File: src/rtl/spad_rd_seq.sv
// rtl/spad_rd_seq.sv - strided burst read sequencer with credit-protected output FIFO
module spad_rd_seq #(
   parameter int ADDR_WIDTH = 8,
   parameter int DATA_WIDTH = 64,
   parameter int LEN_WIDTH  = 9,
   parameter int FIFO_DEPTH = 4
) (
   input  logic                  i_clk,
   input  logic                  i_rst,
   input  logic                  i_cmd_valid,
   output logic                  o_cmd_ready,
   input  logic [ADDR_WIDTH-1:0] i_cmd_base,
   input  logic [LEN_WIDTH-1:0]  i_cmd_len,
   input  logic [ADDR_WIDTH-1:0] i_cmd_stride,
   output logic                  o_spad_read_en,
   output logic [ADDR_WIDTH-1:0] o_spad_read_addr,
   input  logic [DATA_WIDTH-1:0] i_spad_data,
   input  logic                  i_spad_data_valid,
   output logic [DATA_WIDTH-1:0] o_data,
   output logic                  o_data_valid,
   output logic                  o_data_last,
   input  logic                  i_data_ready,
   output logic                  o_busy,
   output logic                  o_done
);
   localparam int PW = $clog2(FIFO_DEPTH);
   localparam int CW = PW + 1;
   localparam logic [CW-1:0] DEPTH_C = CW'(FIFO_DEPTH);

   typedef enum logic [1:0] {S_IDLE, S_ISSUE, S_DRAIN} state_t;

   state_t                state;
   logic [ADDR_WIDTH-1:0] cur;
   logic [ADDR_WIDTH-1:0] stride;
   logic [LEN_WIDTH-1:0]  remaining;
   logic                  inflight;
   logic                  inflight_last;
   logic                  zero_done;
   logic [DATA_WIDTH:0]   fifo_mem [FIFO_DEPTH];
   logic [PW-1:0]         wr_ptr;
   logic [PW-1:0]         rd_ptr;
   logic [CW-1:0]         occ;
   logic [DATA_WIDTH:0]   head;
   logic                  accept;
   logic                  issue;
   logic                  last_issue;
   logic                  push;
   logic                  pop;
   logic                  fifo_valid;
   logic                  burst_done;

   // An outstanding read already owns a FIFO slot, so it counts against credit.
   assign issue      = (state == S_ISSUE) && ((occ + CW'(inflight)) < DEPTH_C);
   assign last_issue = issue && (remaining == LEN_WIDTH'(1));
   assign accept     = o_cmd_ready && i_cmd_valid;
   assign push       = inflight && i_spad_data_valid;
   assign fifo_valid = (occ != '0);
   assign pop        = fifo_valid && i_data_ready;
   assign head       = fifo_mem[rd_ptr];
   assign burst_done = (state == S_DRAIN) && pop && head[DATA_WIDTH];

   assign o_cmd_ready      = (state == S_IDLE);
   assign o_busy           = (state != S_IDLE);
   assign o_done           = burst_done || zero_done;
   assign o_spad_read_en   = issue;
   assign o_spad_read_addr = issue ? cur : '0;
   assign o_data_valid     = fifo_valid;
   assign o_data           = fifo_valid ? head[DATA_WIDTH-1:0] : '0;
   assign o_data_last      = fifo_valid && head[DATA_WIDTH];

   always_ff @(posedge i_clk) begin
      if (push) begin
         fifo_mem[wr_ptr] <= {inflight_last, i_spad_data};
      end
   end

   always_ff @(posedge i_clk) begin
      if (i_rst) begin
         state         <= S_IDLE;
         cur           <= '0;
         stride        <= '0;
         remaining     <= '0;
         inflight      <= 1'b0;
         inflight_last <= 1'b0;
         zero_done     <= 1'b0;
         wr_ptr        <= '0;
         rd_ptr        <= '0;
         occ           <= '0;
      end else begin
         inflight      <= issue;
         inflight_last <= last_issue;
         zero_done     <= 1'b0;
         if (push) begin
            wr_ptr <= wr_ptr + PW'(1);
         end
         if (pop) begin
            rd_ptr <= rd_ptr + PW'(1);
         end
         occ <= occ + CW'(push) - CW'(pop);

         case (state)
            S_IDLE: begin
               if (accept) begin
                  if (i_cmd_len == '0) begin
                     zero_done <= 1'b1;
                  end else begin
                     cur       <= i_cmd_base;
                     stride    <= i_cmd_stride;
                     remaining <= i_cmd_len;
                     state     <= S_ISSUE;
                  end
               end
            end
            S_ISSUE: begin
               if (issue) begin
                  cur       <= cur + stride;
                  remaining <= remaining - LEN_WIDTH'(1);
                  if (last_issue) begin
                     state <= S_DRAIN;
                  end
               end
            end
            S_DRAIN: begin
               if (burst_done) begin
                  state <= S_IDLE;
               end
            end
            default: state <= S_IDLE;
         endcase
      end
   end
endmodule

File: config.mk
export PLATFORM = sky130hd
export DESIGN_NAME = spad_rd_seq
export DESIGN_NICKNAME = d
export VERILOG_FILES = /design/src/rtl/spad_rd_seq.sv
export SDC_FILE = /design/constraint.sdc
export NUM_CORES = 1
export LEC_CHECK = 0
export ABC_AREA = 1
export CAP_MARGIN = 15
export CORE_UTILIZATION = 55
export DETAILED_ROUTE_END_ITERATION = 16
export GPL_ROUTABILITY_DRIVEN = 0
export GPL_TIMING_DRIVEN = 1
export HOLD_SLACK_MARGIN = 0.06
export PLACE_DENSITY = 0.85
export SLEW_MARGIN = 40
export SYNTH_ARGS = -nofsm -noshare
export SYNTH_HDL_FRONTEND = slang
export SYNTH_SLANG_ARGS = --single-unit
File: constraint.sdc
create_clock -name i_clk -period 8.8 [get_ports i_clk]
set_clock_uncertainty 0.2 [all_clocks]
set_input_delay 1.32 -clock i_clk [delete_from_list [all_inputs] [get_ports i_clk]]
set_output_delay 1.32 -clock i_clk [all_outputs]
set_load 0.05 [all_outputs]
== Word-level counts from Yosys, hierarchy flattened ==
Memory sizes are Yosys's and may differ from the RTL's. A register that Yosys moved wholly into a read port is not among the register bits.
Index checks and enable logic that the tools add are counted.

* Register bits: 37
* Memory bits (writable): 260
* Bits of input ports: 94
* Output and inout port bits: 78
* Logic and storage cells: 69
* Memories kept: 1

{| class="wikitable"
|+ Memory list
! name !! words !! width !! read ports !! clocked after Yosys merged registers in !! write ports !! line !! source
|-
| fifo_mem || 4 || 65 || 1 || 1 || 1 || 39 || <nowiki>logic [DATA_WIDTH:0] fifo_mem [FIFO_DEPTH];</nowiki>
|}

* Add/subtract/negate cells: 7
* Magnitude comparators: 1
* Equal/unequal tests: 8
* Multiplexer cells: 21
* Bitwise gates (word level): 3
* Reductions and logical operators: 18

{| class="wikitable"
|+ Operators by type and width
! operator !! number
|-
| two-way mux 64 bit || 1
|-
| two-way mux 8 bit || 4
|-
| two-way mux 9 bit || 3
|-
| one-hot mux 9 bit (2 select lines) || 1
|-
| one-hot mux 8 bit (2 select lines) || 1
|-
| two-way mux 2 bit || 7
|-
| == test 9 x 1 -> 1 bit, second input constant || 1
|-
| logical NOT 9 bit || 1
|-
| subtractor 9 x 1 -> 9 bit, second input constant || 1
|-
| adder 8 bit || 1
|-
| logical AND 1 bit || 8
|-
| inequality test 2 bit, second input constant || 4
|-
| adder 3 x 1 -> 3 bit || 2
|-
| one-hot mux 2 bit (3 select lines) || 1
|-
| AND reduction 5 bit || 1
|-
| adder 2 x 1 -> 2 bit, second input constant || 2
|-
| AND reduction 4 bit || 1
|-
| nonzero test 2 bit || 2
|-
| < comparator 3 bit, second input constant || 1
|-
| two-way mux 1 bit || 3
|-
| inverter 1 bit || 3
|-
| AND reduction 3 bit || 1
|-
| nonzero test 3 bit || 1
|-
| OR reduction 3 bit || 1
|-
| other kinds (6) || 6
|}

== Logic depth before layout (Yosys ltp) ==
Gate-level depths: netlist of the first run.

* Word-level depth: 7
* Depth in mapped cells: 12
* Depth with buffers taken out: 12

== Worst setup path after synthesis of the first run ==
Ideal clock, no wire load.

* Path kind: input -> register
* Start point: input i_spad_data_valid
* End point: memory fifo_mem[0][0] in the netlist's numbering, enable pin
* Arrival time: 4.206 ns
* Required time: 8.111 ns
* Setup slack: 3.906 ns
* Cell stages on the path: 2
* Path buffers: 0
* Cell sequence: nand2_1 nor2_1

* Longest elaborated chain between the ends: 3

{| class="wikitable"
|+ Ends and longest elaborated chain
! what !! line !! source
|-
| start, declared || 18 || <nowiki>input logic i_spad_data_valid,</nowiki>
|-
| logical AND 1 bit || 56 || <nowiki>assign push = inflight && i_spad_data_valid;</nowiki>
|-
| two-way mux 1 bit || 72 || <nowiki>if (push) begin</nowiki>
|-
| two-way mux 1 bit (implied by the code) || 73 || <nowiki>fifo_mem[wr_ptr] <= {inflight_last, i_spad_data};</nowiki>
|-
| end, declared || 39 ||
|}

Every way passes these cells.

==> flow_summary.toml, run 1 <==
[global_routing]
antenna_violations_before_repair = 1
first_global_vias = 8342
grt_util_all_layers = 0.233
maximum_number_of_pins_on_one_net_before_global_route_repair = 113
total_congestion_overflow = 0
global_route_wire_length_before_repair_um = 41300

[synth]
synth-main-ff-cell = "sky130_fd_sc_hd__edfxtp_1"
synth_area_leader = "sky130_fd_sc_hd__edfxtp_1"
syn_inst = 1106
ys_ff_latch = 299
synth_nets = 1217
netlist_top_cells_area = "sky130_fd_sc_hd__edfxtp_1 (63%), sky130_fd_sc_hd__nor2_1 (9.6%), sky130_fd_sc_hd__dfxtp_1 (6.3%)"
post_synth.cell_area_avg_sq_um = 11.1
synth_top_area_share = 0.634
ys_warn_count = 0
synth_edf_count = 260
seq_area_frac_synth = 0.697
post_synth_num_cell_types = 35
synth.cell_area_sq_um = 12300
synth-async-reset-ratio = 0

[worst_hold_path]
min-delay-path-class = "reg -> reg"

[die]
effective_utilization_at_floorplan = 0.563
placementRows = 54
horiz_die_dim_um = 152
io_pins = 172
die_h_um = 152
design.core.area_sq_um = 21900
overall_die_area_sq_um = 23000

[timing]
slew-limit-headroom = 0.496
rsz0062_at_grt = "no"
report.final.setup_viol = 0
timing.final.hold_violations = 0
post-route-min-period_ns = 5.10
worstMarginPinSlew_ns = 0.756
hold_ws_ns = 0.280
maxClockFrequency_mhz = 196
timing.setup.tns_ns = 0
final_min_period_over_clock_period = 0.579
final_max_slew_viol_count = 0

[finish]
num-fill-cells = 1514
final_common_cell = "sky130_fd_sc_hd__nor2_1"
area_of_combinational_cells_with_multiple_inputs_sq_um = 3320
layout.cells.most_common_list = "sky130_fd_sc_hd__nor2_1 (312), sky130_fd_sc_hd__edfxtp_1 (260), sky130_fd_sc_hd__clkdlybuf4s50_1 (171), sky130_fd_sc_hd__o21ai_0 (155), sky130_fd_sc_hd__a21oi_1 (91)"
area.sequential_sq_um = 8590
finalNetCount = 1369
syn2layout_area_growth_pct = 22.6
post_route_cells_drive_above_1_share = 0.0601
stdcell_area_sq_um = 15100
finalCoreUtilization = 0.690

[route]
vias = 8637
route.detailed.wl_per_inst_um = 17.3
drt-initial-drc-count = 641
via_cell_ratio = 5.53
drt_pass1_iterations = 5
drt.antenna.violating_nets = 0
drt_wl_total_um = 27100
route.detailed.drc = 0

[critical_path]
worst_setup_path_end_kind = "primary output"
critical_path_class = "reg -> out"
cp_slowest_cell = "sky130_fd_sc_hd__clkdlybuf4s50_1"
crit_required_ns = 7.28
worst-endpoint-arrival_ns = 3.58
crit_path_launch_type = "flip-flop"
peak_per_stage_delay_on_the_critical_path_ns = 0.83
crit_chain = "buf_6 > inv_2 > buf_4 > nor2_1 > o21ai_0 > a21oi_1 > clkdlybuf4s50_1"
critical_path_peak_fanout = 66

[cts]
cts.repair.resized = 0
path_clk_slew_ns = 0.06
cts-root-buf = "sky130_fd_sc_hd__clkbuf_16"
clk-insertion-delay-late_ns = 0.54
inserted_clock_buffers = 29
clkSinkCount = 299
hold_buf_count_cts = 0
cts_max_level = 1
cts_setup_buffers = 0
cts_tree = "done"
ctsLongestPathBuffers = 3

[placement]
placed_cell_area_sq_um = 14200
detailedPlacementHpwl_um = 15900
port-buffer-count = 171

[status]
outcome = "completed"

[pwr]
irDropWorstVdd_mv = 0.149
cellLeakagePower_nw = 5.30
power-per-cell-area_nw_per_um2 = 297
portion_of_total_power_attributed_to_the_clock_network = 0.250
internal_power_mw = 2.72
power.share.switching = 0.392
part_of_the_power_in_registers = 0.365
share_comb_of_total_power = 0.384
power_switching_mw = 1.76

[run]
drv_cap = 0
==> cell usage after synthesis (5+ instances only) <==
master	number
sky130_fd_sc_hd__a21oi_1	91
sky130_fd_sc_hd__nand3_1	18
sky130_fd_sc_hd__buf_2	22
sky130_fd_sc_hd__buf_1	5
sky130_fd_sc_hd__clkbuf_1	30
sky130_fd_sc_hd__edfxtp_1	260
sky130_fd_sc_hd__nand2_1	65
sky130_fd_sc_hd__ha_1	15
sky130_fd_sc_hd__nor2_1	316
sky130_fd_sc_hd__o21ai_0	155
sky130_fd_sc_hd__inv_1	44
sky130_fd_sc_hd__dfxtp_1	39
==> power groups by stage <==
stage / logic, mW / registers [mW] / clock network, mW
final: 1.72 / 1.64 / 1.12
after detailed placement: 1.71 / 1.66 / 0
after floorplan: 1.18 / 1.63 / 0
after global routing: 1.83 / 1.64 / 1.19
after CTS: 1.73 / 1.64 / 1.14
after global placement: 1.69 / 1.66 / 0
==> logic make-up (layout without fill, tap and decap cells) <==
| group | Yosys count | count (layout) | synth area share |
|---|---|---|---|
| AO/OA/AOI/OAI | 257 | 257 | 0.107 |
| XOR/XNOR | 5 | 5 | 0.00356 |
| other | 0 | 1 | 0 |
| flip-flops | 299 | 299 | 0.697 |
| AND/OR/NAND/NOR | 418 | 418 | 0.135 |
| adder cells (fa/ha/maj) | 17 | 17 | 0.0185 |
| buffers and inverters | 107 | 282 | 0.0361 |
| multiplexers | 3 | 3 | 0.00244 |
==> worst max-delay path: cells and delay by family (launching register included) <==
kind,cells,cell delay [ns]
and+or+nand+nor,1,0.18
DFF,1,0.32
buffers and inverters,4,2.01
AOI/OAI and AO/OA,2,0.38
==> path summary, 6_finish.rpt <==
path / from / cells after the start / slack (ns) / end
setup / recovery: flip-flop / 7 / 3.70 / o_data[30]
setup reg to reg: occ[1] / 10 / 6.18 / occ[2]
hold reg to reg: inflight_last / 0 / 0.28 / fifo_mem[3][64]
hold / removal: inflight_last / 0 / 0.28 / fifo_mem[3][64]
==> cell type report <==
class / count / share of cell area
antenna: 1 / 0.000166
clock buffer: 37 / 0.0514
clock inverter: 17 / 0.00572
inverter: 47 / 0.0118
multi-input combinational: 700 / 0.220
sequential: 299 / 0.569
tap: 280 / 0.0232
timing repair buffer: 181 / 0.119
==> metal layers <==
layer	routed length, um	vias up	part of all wire	global-route usage
met1	10900	4146	0.40	0.284
met3	1850	49	0.068	0.0365
met4	737	0	0.027	0.0777
met2	13700	302	0.50	0.419
li1	-	4140	-	-
met5	0	-	0	0
==> state kept, by name, indices dropped and copies added (netlist names), 2 cells and up, named ones only <==
signal     cells
occ            3
fifo_mem     260
cur            8
stride         8
wr_ptr         2
remaining      9
state          2
rd_ptr         2
==> metrics by stage <==
step	setup slack [ns]	total power [mW]	cells
final	3.70	4.48	1562
after global routing	3.56	4.66	1562
after CTS	3.48	4.50	1561
after detailed placement	4.11	3.38	1507
after global placement	4.11	3.35	1507
after floorplan	3.91	2.82	1106
(Power assumes the default switching activity.)
==> inputs of run 2 (changes only) <==
--- a/config.mk
+++ b/config.mk
@@ -7,12 +7,12 @@
 export LEC_CHECK = 0
 export ABC_AREA = 1
 export CAP_MARGIN = 15
-export CORE_UTILIZATION = 55
+export CORE_UTILIZATION = 49
 export DETAILED_ROUTE_END_ITERATION = 16
 export GPL_ROUTABILITY_DRIVEN = 0
 export GPL_TIMING_DRIVEN = 1
 export HOLD_SLACK_MARGIN = 0.06
-export PLACE_DENSITY = 0.85
+export PLACE_DENSITY = 0.81
 export SLEW_MARGIN = 40
 export SYNTH_ARGS = -nofsm -noshare
 export SYNTH_HDL_FRONTEND = slang
==> constraint.sdc (replaced) <==
create_clock -name i_clk -period 4.45 [get_ports i_clk]
set_clock_uncertainty 0.2 [all_clocks]
set_input_delay 0.6675 -clock i_clk [delete_from_list [all_inputs] [get_ports i_clk]]
set_output_delay 0.6675 -clock i_clk [all_outputs]
set_load 0.05 [all_outputs]
==> run 2 against run 1 <==
  * Count of clock-buffer cells in the layout unchanged
  * Critical path depth decreased by 2
  * Cell area increased by 1.8%
  * Combinational power increased by 100%
  * Utilization decreased by 6.1 points
  * Sequential share of layout area decreased by 1.0 points
  * First-iteration DRC count increased by 16%
  * Worst setup slack got worse by 3.2 ns
  * Total power increased by 100%
  * Critical endpoint is now o_data[24]
  * Highest routed layer is now met5
==> flow_summary.toml, run 2 (synthesis results as in run 1) <==
[status]
outcome = "completed"

[cts]
cts_max_level = 1
path_clk_slew_ns = 0.06
hold_buf_count_cts = 0
cts_setup_buffers = 0
cts_tree = "done"
cts.repair.resized = 0
ctsLongestPathBuffers = 3
clk-insertion-delay-late_ns = 0.55
inserted_clock_buffers = 30
clkSinkCount = 299
cts-root-buf = "sky130_fd_sc_hd__clkbuf_16"

[placement]
detailedPlacementHpwl_um = 16600
port-buffer-count = 171
placed_cell_area_sq_um = 14400
dpl_worst_slack_ns = 1.06

[global_routing]
grt_util_all_layers = 0.217
global_route_wire_length_before_repair_um = 44100
first_global_vias = 8780
maximum_number_of_pins_on_one_net_before_global_route_repair = 71
total_congestion_overflow = 0
antenna_violations_before_repair = 1

[timing]
slew-limit-headroom = 0.507
timing.final.hold_violations = 0
post-route-min-period_ns = 3.93
worstMarginPinSlew_ns = 0.739
final_max_slew_viol_count = 0
timing.setup.tns_ns = 0
rsz0062_at_grt = "no"
maxClockFrequency_mhz = 255
final_min_period_over_clock_period = 0.882
report.final.setup_viol = 0
finalWorstSetupSlack_ns = 0.525

[critical_path]
critical_path_peak_fanout = 53
ff2ff_path_depth = 10
setup.reg_to_reg.worst_slack_ns = 1.84
crit_required_ns = 3.58
peak_per_stage_delay_on_the_critical_path_ns = 0.74
cp_slowest_cell = "sky130_fd_sc_hd__clkdlybuf4s50_1"
crit_chain = "clkinv_2 > buf_4 > o21ai_0 > a21oi_1 > clkdlybuf4s50_1"
worst-endpoint-arrival_ns = 3.06
worst_setup_path_end_kind = "primary output"
timing.rr.end = "occ[2]"
crit_end = "o_data[24]"
critical_path_class = "reg -> out"
worstReg2RegStart = "occ[1]"
crit_path_launch_type = "flip-flop"

[finish]
post_route_cells_drive_above_1_share = 0.0695
syn2layout_area_growth_pct = 24.8
biggest_register = "fifo_mem"
stdcell_area_sq_um = 15400
finalNetCount = 1382
largest_register_ffs = 260
num-fill-cells = 1840
final_common_cell = "sky130_fd_sc_hd__nor2_1"
layout.cells.most_common_list = "sky130_fd_sc_hd__nor2_1 (312), sky130_fd_sc_hd__edfxtp_1 (260), sky130_fd_sc_hd__clkdlybuf4s50_1 (171), sky130_fd_sc_hd__o21ai_0 (155), sky130_fd_sc_hd__a21oi_1 (91)"
leading_registers_by_flop_count = "fifo_mem x260, remaining x9"
num_antenna_cells = 0

[route]
wirelength_met1_um = 11500
route.detailed.wl_per_inst_um = 17.2
drt_pass1_iterations = 5
vias = 8676
drt.antenna.violating_nets = 0
wl_met3_um = 1990
via_cell_ratio = 5.36
route.detailed.drc = 0
drt-initial-drc-count = 742
drt_wl_total_um = 27800
highest-signal-layer = "met5"
dr_wl_met2_um = 13600

[pwr]
power_switching_mw = 3.49
share_comb_of_total_power = 0.381
internal_power_mw = 5.65
portion_of_total_power_attributed_to_the_clock_network = 0.270
irDropWorstVdd_mv = 0.384
power.share.switching = 0.382
power-per-cell-area_nw_per_um2 = 595
cellLeakagePower_nw = 5.42
part_of_the_power_in_registers = 0.349

[die]
horiz_die_dim_um = 161
placementRows = 57
io_pins = 172
design.core.area_sq_um = 24500
overall_die_area_sq_um = 25800
die_h_um = 161
effective_utilization_at_floorplan = 0.504

[run]
drv_cap = 0

[worst_hold_path]
min-delay-path-class = "reg -> reg"
## run 2: cell types whose count changed in the layout (fill, tap and decap cells not counted)
cell,delta
sky130_fd_sc_hd__buf_4,+13
sky130_fd_sc_hd__diode_2,-1
sky130_fd_sc_hd__clkbuf_16,+2
sky130_fd_sc_hd__bufinv_16,+3
sky130_fd_sc_hd__clkinv_4,+1
sky130_fd_sc_hd__clkinv_1,+3
sky130_fd_sc_hd__clkbuf_1,-2
sky130_fd_sc_hd__buf_12,+1
sky130_fd_sc_hd__clkinv_2,-4
sky130_fd_sc_hd__buf_6,-2
sky130_fd_sc_hd__inv_6,-1
## run 2: layer usage
| metal | global-route usage | vias up |
|---|---|---|
| met5 | 0 | - |
| met4 | 0.0797 | 2 |
| met3 | 0.0372 | 53 |
| met2 | 0.372 | 343 |
| met1 | 0.277 | 4118 |
| li1 | - | 4160 |
## run 2: power by group through the flow
stage / Combinational [mW] / Sequential, mW / Clock, mW
final: 3.49 / 3.19 / 2.47
after global routing: 3.71 / 3.20 / 2.63
after CTS: 3.50 / 3.19 / 2.52
after detailed placement: 3.48 / 3.25 / 0
after global placement: 3.43 / 3.24 / 0
after floorplan: 2.34 / 3.23 / 0
## run 2: final cells by class
class | count | area (sq um) | share of cell area
clock buffer | 37 | 818 | 0.0532
clock inverter | 19 | 168 | 0.0109
inverter | 47 | 178 | 0.0116
multi-input combinational | 700 | 3320 | 0.216
sequential | 299 | 8590 | 0.559
tap | 324 | 405 | 0.0264
timing repair buffer | 193 | 1890 | 0.123
## run 2: worst min-delay path by stage
stage / start / to / slack, ns / depth (start not counted)
floorplan: rd_ptr[1] / flip-flop / 0.24 / 2
global placement: inflight_last / fifo_mem[0][64] / 0.25 / 0
detailed placement: inflight_last / fifo_mem[0][64] / 0.26 / 0
CTS: inflight_last / fifo_mem[0][64] / 0.27 / 0
global route: inflight_last / fifo_mem[0][64] / 0.29 / 0
finish: rd_ptr[1] / flip-flop / 0.27 / 2
## run 2: worst max-delay path: cells and delay by family (launching register included)
family | cells | cell delay, ns
flip-flops | 1 | 0.36
AO/OA/AOI/OAI | 2 | 0.39
buffers and inverters | 3 | 1.74
## run 2: metrics by stage
step / hold slack (ns) / power (mW) / cells / util
2_1_floorplan: 0.236 / 5.57 / 1106 / -
6_report: 0.269 / 9.15 / 1619 / 0.629
4_1_cts: 0.269 / 9.21 / 1619 / 0.628
5_1_grt: 0.288 / 9.54 / 1619 / 0.629
3_3_place_gp: 0.250 / 6.68 / 1563 / 0.588
3_5_place_dp: 0.258 / 6.73 / 1563 / 0.588
